**config.mk**
```make
export PLATFORM = sky130hd
export DESIGN_NAME = ltc2333_read
export DESIGN_NICKNAME = d
export VERILOG_FILES = /design/src/rtl/ltc2333_read.sv
export SDC_FILE = /design/constraint.sdc
export NUM_CORES = 1
export LEC_CHECK = 0
export CORE_MARGIN = 10
export CORE_UTILIZATION = 62
export CTS_CLUSTER_SIZE = 30
export DETAILED_ROUTE_END_ITERATION = 6
export HOLD_SLACK_MARGIN = 0.12
export PLACE_DENSITY_LB_ADDON = 0.1
export SLEW_MARGIN = 20
export SYNTH_ARGS = -nofsm -noshare
export SYNTH_HDL_FRONTEND = slang
export SYNTH_SLANG_ARGS = --single-unit
```
**constraint.sdc**
```tcl
create_clock -name clk -period 11.3 [get_ports clk]
set_input_delay 2.26 -clock clk [delete_from_list [all_inputs] [get_ports clk]]
set_output_delay 2.26 -clock clk [all_outputs]
set_load 0.01 [all_outputs]
```
**src/rtl/ltc2333_read.sv**
```systemverilog
// LTC2333 capture side: deserialises both SDO lanes, checks each 24-bit word's
// channel/SoftSpan header and queues tagged results in a FWFT output FIFO.
module ltc2333_read #(
  parameter int CAPTURE_DELAY = 3,
  parameter int FIFO_DEPTH    = 16,
  parameter int NCHAN         = 8
) (
  input  logic        clk,
  input  logic        areset,
  input  logic        clr,
  input  logic        frame_start,
  input  logic [7:0]  active_channels,
  input  logic [2:0]  range,
  input  logic [1:0]  sdo,
  output logic [31:0] m_data,
  output logic        m_valid,
  input  logic        m_ready,
  output logic        frame_done,
  output logic        hdr_err,
  output logic [15:0] err_count,
  output logic        overflow,
  output logic        busy
);

  localparam int         AW  = $clog2(FIFO_DEPTH);
  localparam logic [7:0] DLY = 8'(CAPTURE_DELAY);

  typedef enum logic [1:0] {IDLE, ALIGN, SHIFT, FLUSH} state_t;

  state_t            state, state_nxt;
  logic [7:0]        mask_q;
  logic [2:0]        rng_q;
  logic [2:0]        exp_ptr;
  logic [3:0]        words_left;
  logic [7:0]        dly_cnt;
  logic [4:0]        bit_cnt;
  // Only 23 bits are stored: the 24th bit is taken straight from sdo on the
  // completing cycle, so the full word is available without a stall.
  logic [1:0][22:0]  sr;
  logic [1:0][23:0]  word_in;
  logic [1:0]        word_err;
  logic [1:0][23:0]  hold;
  logic [1:0]        hold_err;
  logic              pend0, pend1;
  logic              word_end, done_set;

  logic              push_valid, push_lane, push_err, push_ok, pop, full;
  logic [31:0]       push_word;
  logic [AW:0]       wr_ptr, rd_ptr;
  logic [31:0]       mem [FIFO_DEPTH];

  function automatic logic [2:0] first_chan(input logic [7:0] m);
    logic [2:0] r;
    r = 3'd0;
    for (int i = NCHAN - 1; i >= 0; i--) if (m[i]) r = 3'(i);
    return r;
  endfunction

  // Next set bit after cur, wrapping; a lone (or empty) mask stays put.
  function automatic logic [2:0] next_chan(input logic [7:0] m, input logic [2:0] cur);
    logic [2:0] r;
    logic [2:0] c;
    r = cur;
    for (int i = NCHAN - 1; i >= 1; i--) begin
      c = 3'((int'(cur) + i) % NCHAN);
      if (m[c]) r = c;
    end
    return r;
  endfunction

  function automatic logic [3:0] word_total(input logic [7:0] m);
    logic [3:0] n;
    n = 4'd0;
    for (int i = 0; i < NCHAN; i++) n = n + 4'(m[i]);
    return (n == 4'd0) ? 4'd1 : n;
  endfunction

  // NOTE: every output of a combinational block gets a default before the
  // case statement, so no path can leave a value held and infer a latch.
  always_comb begin
    state_nxt = state;
    done_set  = 1'b0;
    word_end  = 1'b0;
    case (state)
      IDLE:    if (frame_start) state_nxt = (CAPTURE_DELAY == 0) ? SHIFT : ALIGN;
      ALIGN:   if (dly_cnt <= 8'd1) state_nxt = SHIFT;
      SHIFT: begin
        word_end = (bit_cnt == 5'd23);
        if (word_end && words_left == 4'd1) state_nxt = FLUSH;
      end
      FLUSH: begin
        if (!pend0 && !pend1) begin
          done_set  = 1'b1;
          state_nxt = IDLE;
        end
      end
      default: state_nxt = IDLE;
    endcase
  end

  always_comb begin
    for (int k = 0; k < 2; k++) begin
      word_in[k]  = {sr[k], sdo[k]};
      word_err[k] = (word_in[k][5:3] != exp_ptr) || (word_in[k][2:0] != rng_q);
    end
  end

  // NOTE: sequential state uses non-blocking assignments so every register
  // samples pre-edge values regardless of statement order.
  always_ff @(posedge clk or posedge areset) begin
    if (areset) begin
      state      <= IDLE;
      mask_q     <= '0;
      rng_q      <= '0;
      exp_ptr    <= '0;
      words_left <= '0;
      dly_cnt    <= '0;
      bit_cnt    <= '0;
      sr         <= '0;
      hold       <= '0;
      hold_err   <= '0;
      pend0      <= 1'b0;
      pend1      <= 1'b0;
      frame_done <= 1'b0;
    end else begin
      state      <= state_nxt;
      frame_done <= done_set;
      pend0      <= word_end;
      pend1      <= pend0;
      if (state == IDLE && frame_start) begin
        mask_q     <= active_channels;
        rng_q      <= range;
        exp_ptr    <= first_chan(active_channels);
        words_left <= word_total(active_channels);
        dly_cnt    <= DLY;
        bit_cnt    <= '0;
      end
      if (state == ALIGN) dly_cnt <= dly_cnt - 8'd1;
      if (state == SHIFT) begin
        for (int k = 0; k < 2; k++) sr[k] <= word_in[k][22:0];
        bit_cnt <= word_end ? 5'd0 : bit_cnt + 5'd1;
        if (word_end) begin
          hold       <= word_in;
          hold_err   <= word_err;
          exp_ptr    <= next_chan(mask_q, exp_ptr);
          words_left <= words_left - 4'd1;
        end
      end
    end
  end

  // Lane 0 goes out the cycle after completion, lane 1 the cycle after that.
  assign push_valid = pend0 | pend1;
  assign push_lane  = pend1;
  assign push_word  = {7'b0, push_lane, hold[push_lane]};
  assign push_err   = push_valid & hold_err[push_lane];

  assign m_valid = (wr_ptr != rd_ptr);
  assign full    = (wr_ptr[AW] != rd_ptr[AW]) && (wr_ptr[AW-1:0] == rd_ptr[AW-1:0]);
  assign pop     = m_valid & m_ready;
  assign push_ok = push_valid & (~full | pop) & ~clr;
  assign m_data  = m_valid ? mem[rd_ptr[AW-1:0]] : 32'd0;
  assign busy    = (state != IDLE);

  always_ff @(posedge clk or posedge areset) begin
    if (areset) begin
      wr_ptr    <= '0;
      rd_ptr    <= '0;
      overflow  <= 1'b0;
      err_count <= '0;
      hdr_err   <= 1'b0;
    end else begin
      hdr_err <= push_err;
      if (clr) begin
        wr_ptr    <= '0;
        rd_ptr    <= '0;
        overflow  <= 1'b0;
        err_count <= '0;
      end else begin
        if (pop) rd_ptr <= rd_ptr + 1'b1;
        if (push_ok) wr_ptr <= wr_ptr + 1'b1;
        if (push_valid && full && !pop) overflow <= 1'b1;
        if (push_err && err_count != 16'hFFFF) err_count <= err_count + 16'd1;
      end
    end
  end

  // NOTE: the storage array has no reset; only the pointers do, and m_data is
  // gated by m_valid so stale contents are never visible.
  always_ff @(posedge clk) begin
    if (push_ok) mem[wr_ptr[AW-1:0]] <= push_word;
  end

endmodule

```
After elaboration in Yosys (flattened, before gate mapping)
Memories as Yosys holds them, arrays and structs flattened.
Cells that the tools add are included.
Word-level totals
  register bits: 160
  bits in writable memories: 400
  input bits: 18
  output and inout port bits: 53
  logic and storage cells: 163
  memories: 1
Memories
  mem: words 16, bits a word 25, rd ports 1, clocked after Yosys merged registers in 0, write ports 1, line 50  | logic [31:0] mem [FIFO_DEPTH];
Operators by class
  $add $sub $neg: 20
  magnitude comparators: 9
  eq/ne operators: 18
  muxes and demuxes: 64
  bitwise logic cells: 8
  reduce and logical (&&, ||, !) cells: 23
Operator list (number)
  3-bit 2-to-1 mux: 18
  24-bit 2-to-1 mux: 2
  5-bit 2-to-1 mux: 7
  16-bit 2-to-1 mux: 2
  32-bit 2-to-1 mux: 1
  3-bit by 4-bit less-than comparator with 1-bit output, second input constant: 7
  1-bit binary-select mux with 3-bit select: 7
  16-bit by 1-bit adder with 16-bit output, second input constant: 1
  4-bit by 1-bit adder with 4-bit output: 4
  1-bit 2-to-1 mux: 16
  4-bit 2-to-1 mux: 4
  8-bit 2-to-1 mux: 2
  16-bit != test, second input constant: 1
  5-bit by 1-bit adder with 5-bit output, second input constant: 3
  2-bit nonzero test: 7
  3-bit adder, second input constant: 4
  3-bit != test: 4
  9-bit by 2-bit != test with 1-bit output, second input constant: 1
  8-bit by 1-bit <= comparator with 1-bit output, second input constant: 1
  2-bit 2-to-1 mux: 4
  2-bit != test, second input constant: 4
  2-bit one-hot mux with 4 select lines: 1
  8-bit by 1-bit subtractor with 8-bit output, second input constant: 1
  1-bit logical AND: 7
  23 further kinds: 33

Depth between registers and ports, before layout
  depth after elaboration: 12
  depth in mapped cells: 12
  gate-level depth less buffers: 12

Worst setup path after synthesis
OpenSTA, ideal clock, no wires.
  kind: input-to-reg
  start point: input active_channels[0]
  end point: register words_left[0]
  library setup time: 0.090 ns
  arrival time: 4.814 ns
  required time: 11.210 ns
  slack: 6.396 ns
  stages: 12
  path buffers: 0
  path through: fa_1 > inv_1 > fa_1 > fa_1 > inv_1 > ha_1 > inv_1 > fa_1 > nand2b_1 > o21ai_0 > a21oi_1 > o221ai_1
On the way
  word-level cells in the longest chain between the ends: 12
Ends and longest elaborated chain
  start, declared: line 12  | input logic [7:0] active_channels,
  1-bit by 1-bit adder with 2-bit output *: line 74  | for (int i = 0; i < NCHAN; i++) n = n + 4'(m[i]);
  2-bit by 1-bit adder with 3-bit output *: line 74
  3-bit by 1-bit adder with 4-bit output *: line 74
  4-bit by 1-bit adder with 4-bit output * (4 in a row): line 74
  4-bit logical NOT: line 75  | return (n == 4'd0) ? 4'd1 : n;
  4-bit 2-to-1 mux *: line 75
  4-bit 2-to-1 mux *: line 130  | if (state == IDLE && frame_start) begin
  4-bit 2-to-1 mux: line 142  | if (word_end) begin
  4-bit 2-to-1 mux *: line 139  | if (state == SHIFT) begin
  end signal, assigned: line 134  | words_left <= word_total(active_channels);
  end signal, assigned: line 146  | words_left <= words_left - 4'd1;
  end, declared: line 34  | logic [3:0] words_left;
Mark *: on every way between the ends. The rest lies on a longest branch, timed or not.
A chain may end at the register's enable or synchronous reset.

Final worst setup path
  start point: register rd_ptr[0]
  end point: output m_data[14]
On the way
  word-level cells in the longest chain between the ends: 2
  elaborated cells on any way between the ends: 3
  those cells by class: 1 x eq/ne; 1 x mux; 1 x memory
Ends and longest elaborated chain
  start, declared: line 49  | logic [AW:0] wr_ptr, rd_ptr;
  start signal, assigned: line 180  | if (pop) rd_ptr <= rd_ptr + 1'b1;
  memory read 16 x 25 bit or 5-bit != test (tied branches)
  32-bit 2-to-1 mux *: line 162  | assign m_data = m_valid ? mem[rd_ptr[AW-1:0]] : 32'd0;
  end, declared: line 15  | output logic [31:0] m_data,
Marked as above.

==> run_results.csv <==
group,metric,value,unit
route,dr.first_iter.drc_count,935,
clock_network,cts_tree,"done",
synthesis,synthFlopType,"edfxtp_1",
setup_path,startpoint_type,"flip-flop",
grt,grt_pass1_wl,76700,um
route,drc,0,
clock_network,ctsHtreeMaxLevel,2,
power_and_ir_drop,peakVddDrop,109,uV
grt,grt_start_max_net_pins,93,
clock_network,clk_latency,0.61,ns
power_and_ir_drop,leakagePower,9.24,nW
floorplanning,dieHeight,214,um
hold_path,hp-class,"flip-flop to flip-flop",
route,routedWlPerCell,24.0,um
route,vias_per_cell,6.00,
route,routed.top_layer,"met4",
clock_network,clk_path_buf_depth,3,
power_and_ir_drop,p_total,4.17,mW
placed_design,dpl.hpwl,28300,um
route,wl_met2,24900,um
power_and_ir_drop,p_per_area,158,nW/um^2
finish,fillers,2382,
finish,ff_latch_area,16000,sq um
timing,fin_worst_skew,0.0243,ns
finish,syn_to_final_growth,13.2,%
route,first_pass_iters,5,
setup_path,worstPathRequired,9.04,ns
synthesis,ys_seq_area_frac,0.685,
floorplanning,fp.coreArea,37400,sq um
floorplanning,dieArea,45900,sq um
finish,layout_commonest_cell,"edfxtp_1",
placed_design,gp_congestion,0.787,
synthesis,synthDistinctLibCells,62,
placed_design,place_area,24600,sq um
setup_path,worstSetupPathType,"flip-flop to output port",
floorplanning,die_w,214,um
clock_network,ctsHoldBuffers,0,
synthesis,synth_async_sr_flop_share,0.286,
clock_network,cts_resized,0,
clock_network,clkTransAtPathRegs,0.06,ns
finish,drive_gt1_frac,0.233,
timing,relSlewSlack,0.345,
route,drt-met1-wl,20200,um
synthesis,synth_edf_count,400,
synthesis,synth-seq-cells,560,
setup_path,max_stage_delay,0.85,ns
timing,setup_violations,0,
run,cap_violations,0,
finish,multiInputGateArea,6950,sq um
setup_path,cp_slowest_cell,"buf_4",
synthesis,synth_cells,1410,
floorplanning,io_pins,71,
finish,nets,1532,
synthesis,syn_avg_cell_area,16.6,sq um
timing,finalCritPeriodShare,0.612,
grt,grt.overflow.total,0,
placed_design,portBuffers,63,
route,drtAntennaViolNets,0,
timing,min_period,6.92,ns
setup_path,end_kind,"output port",
setup_path,crit_chain,"buf_4 > buf_4 > mux4_2 > mux4_2 > nor2b_1 > clkdlybuf4s50_1",
timing,tns,0,ns
timing,finalHoldViolCount,0,
status,outcome,"completed",
route,wl_met3,2960,um
finish,finalInstanceArea,26500,sq um
clock_network,cts_sinks,560,
route,routed_wl,49000,um
timing,worst_slew_pin_slew,0.983,ns
setup_path,path_max_fanout,49,
route,vias,12300,
clock_network,cts_setup_buffers,0,
synthesis,syn_area,23400,sq um
grt,grt_pass1_vias,12700,
grt,grt.total_usage,0.216,
clock_network,numCtsBuffers,55,
clock_network,root_buffer,"clkbuf_16",
timing,slew_viol_final,0,
finish,layout_common_cells,"edfxtp_1, nand2_1, dfrtp_1",
timing,timing.fmax,145,MHz
floorplanning,start_util,0.625,
grt,antenna_found_initial,0,
finish,diodes,0,
synthesis,ys_warn_count,0,
setup_path,arrival,4.66,ns
floorplanning,row_count,71,
timing,rsz0062_at_grt,"false",
==> cell usage after synthesis, types with 3 or more instances <==
master | instances | area [sq um]
mux4_2 | 134 | 3020
o21ai_0 | 33 | 165
clkbuf_1 | 40 | 150
nor4_1 | 5 | 31.3
a21oi_1 | 17 | 85.1
inv_1 | 34 | 128
or3_1 | 4 | 25.0
nor2b_1 | 30 | 188
nand4_1 | 9 | 56.3
a31oi_1 | 5 | 31.3
fa_1 | 4 | 80.1
nand2b_1 | 10 | 62.6
xnor2_1 | 19 | 166
nor2_1 | 58 | 218
mux2i_1 | 10 | 100
nand2_1 | 207 | 777
xor2_1 | 24 | 210
o21ai_1 | 3 | 15.0
mux2_2 | 74 | 833
nor3_1 | 10 | 50.1
buf_2 | 15 | 75.1
ha_1 | 21 | 263
edfxtp_1 | 400 | 12000
and3_1 | 3 | 18.8
dfrtp_1 | 160 | 4000
and2_1 | 3 | 18.8
a221o_1 | 3 | 30.0
buf_1 | 13 | 48.8
buf_4 | 7 | 52.6
nand3_1 | 10 | 50.1
o211ai_1 | 8 | 60.1
==> flip-flops by register name, indices dropped and copies added (netlist names) <==
| register | cells |
|---|---|
| mem | 400 |
| hold | 48 |
| sr | 46 |
| err_count | 16 |
| dly_cnt | 8 |
| mask_q | 8 |
| bit_cnt | 5 |
| rd_ptr | 5 |
| wr_ptr | 5 |
| words_left | 4 |
| exp_ptr | 3 |
| rng_q | 3 |
| hold_err | 2 |
| state | 2 |
| frame_done | 1 |
| hdr_err | 1 |
| overflow | 1 |
| pend0 | 1 |
| pend1 | 1 |
==> power by group <==
part           switching (mW)  total [mW]  internal (mW)
clock                   0.790        1.85           1.06
combinational          0.0575      0.0888         0.0312
sequential             0.0119        2.23           2.22
==> final timing paths <==
| check | cells past startpoint | end | slack (ns) | startpoint |
|---|---|---|---|---|
| hold / removal | 2 | hold[46] | 0.47 | hold[46] |
| hold reg to reg | 2 | hold[46] | 0.47 | hold[46] |
| max in group asynchronous | 3 | rd_ptr[0] | 7.64 | areset |
| min in group asynchronous | 2 | err_count[9] | 2.19 | areset |
| setup / recovery | 6 | m_data[14] | 4.38 | rd_ptr[0] |
| setup reg to reg | 7 | mem[14][21] | 7.36 | rd_ptr[3] |
==> cells by family (layout without fill, tap and decap cells) <==
| group | count (synthesis) | count (layout) | synth area share |
|---|---|---|---|
| and+or+nand+nor | 357 | 357 | 0.0670 |
| muxes | 222 | 222 | 0.172 |
| other | 1 | 7 | 0.000160 |
| adders and majority gates | 25 | 25 | 0.0147 |
| xor gates and xnor gates | 44 | 44 | 0.0168 |
| buffers and inverters | 112 | 230 | 0.0206 |
| DFF | 560 | 560 | 0.685 |
| AOI/OAI and AO/OA | 89 | 89 | 0.0240 |
==> stage by stage <==
step | setup slack, ns | hold slack (ns) | util | instances
4_1_cts | 4.25 | 0.470 | 0.707 | 2045
6_report | 4.38 | 0.470 | 0.707 | 2045
5_1_grt | 4.04 | 0.480 | 0.707 | 2045
3_5_place_dp | 4.89 | 0.457 | 0.658 | 1943
2_1_floorplan | 4.72 | 0.404 | - | 1416
3_3_place_gp | 4.95 | 0.447 | 0.658 | 1943
==> worst max-delay path: cells and delay by family, from the launching register on <==
kind	cells	cell delay (ns)
flip-flops	1	0.64
buffers and inverters	3	2.03
AND/OR/NAND/NOR	1	0.15
multiplexers	2	1.12
==> area by class of cell <==
| type | count | share of cell area |
|---|---|---|
| Multi-Input combinational cell | 744 | 0.263 |
| Tap cell | 511 | 0.0242 |
| Timing Repair Buffer | 93 | 0.0323 |
| Sequential cell | 560 | 0.606 |
| Clock buffer | 60 | 0.0527 |
| Inverter | 35 | 0.00515 |
| Clock inverter | 42 | 0.0172 |
==> metal layers <==
metal	track usage	vias to the layer above
li1	-	5458
met3	0.0405	58
met2	0.357	361
met5	0	-
met1	0.292	6395
met4	0.0539	0
Power figures use the tool's default switching activity.
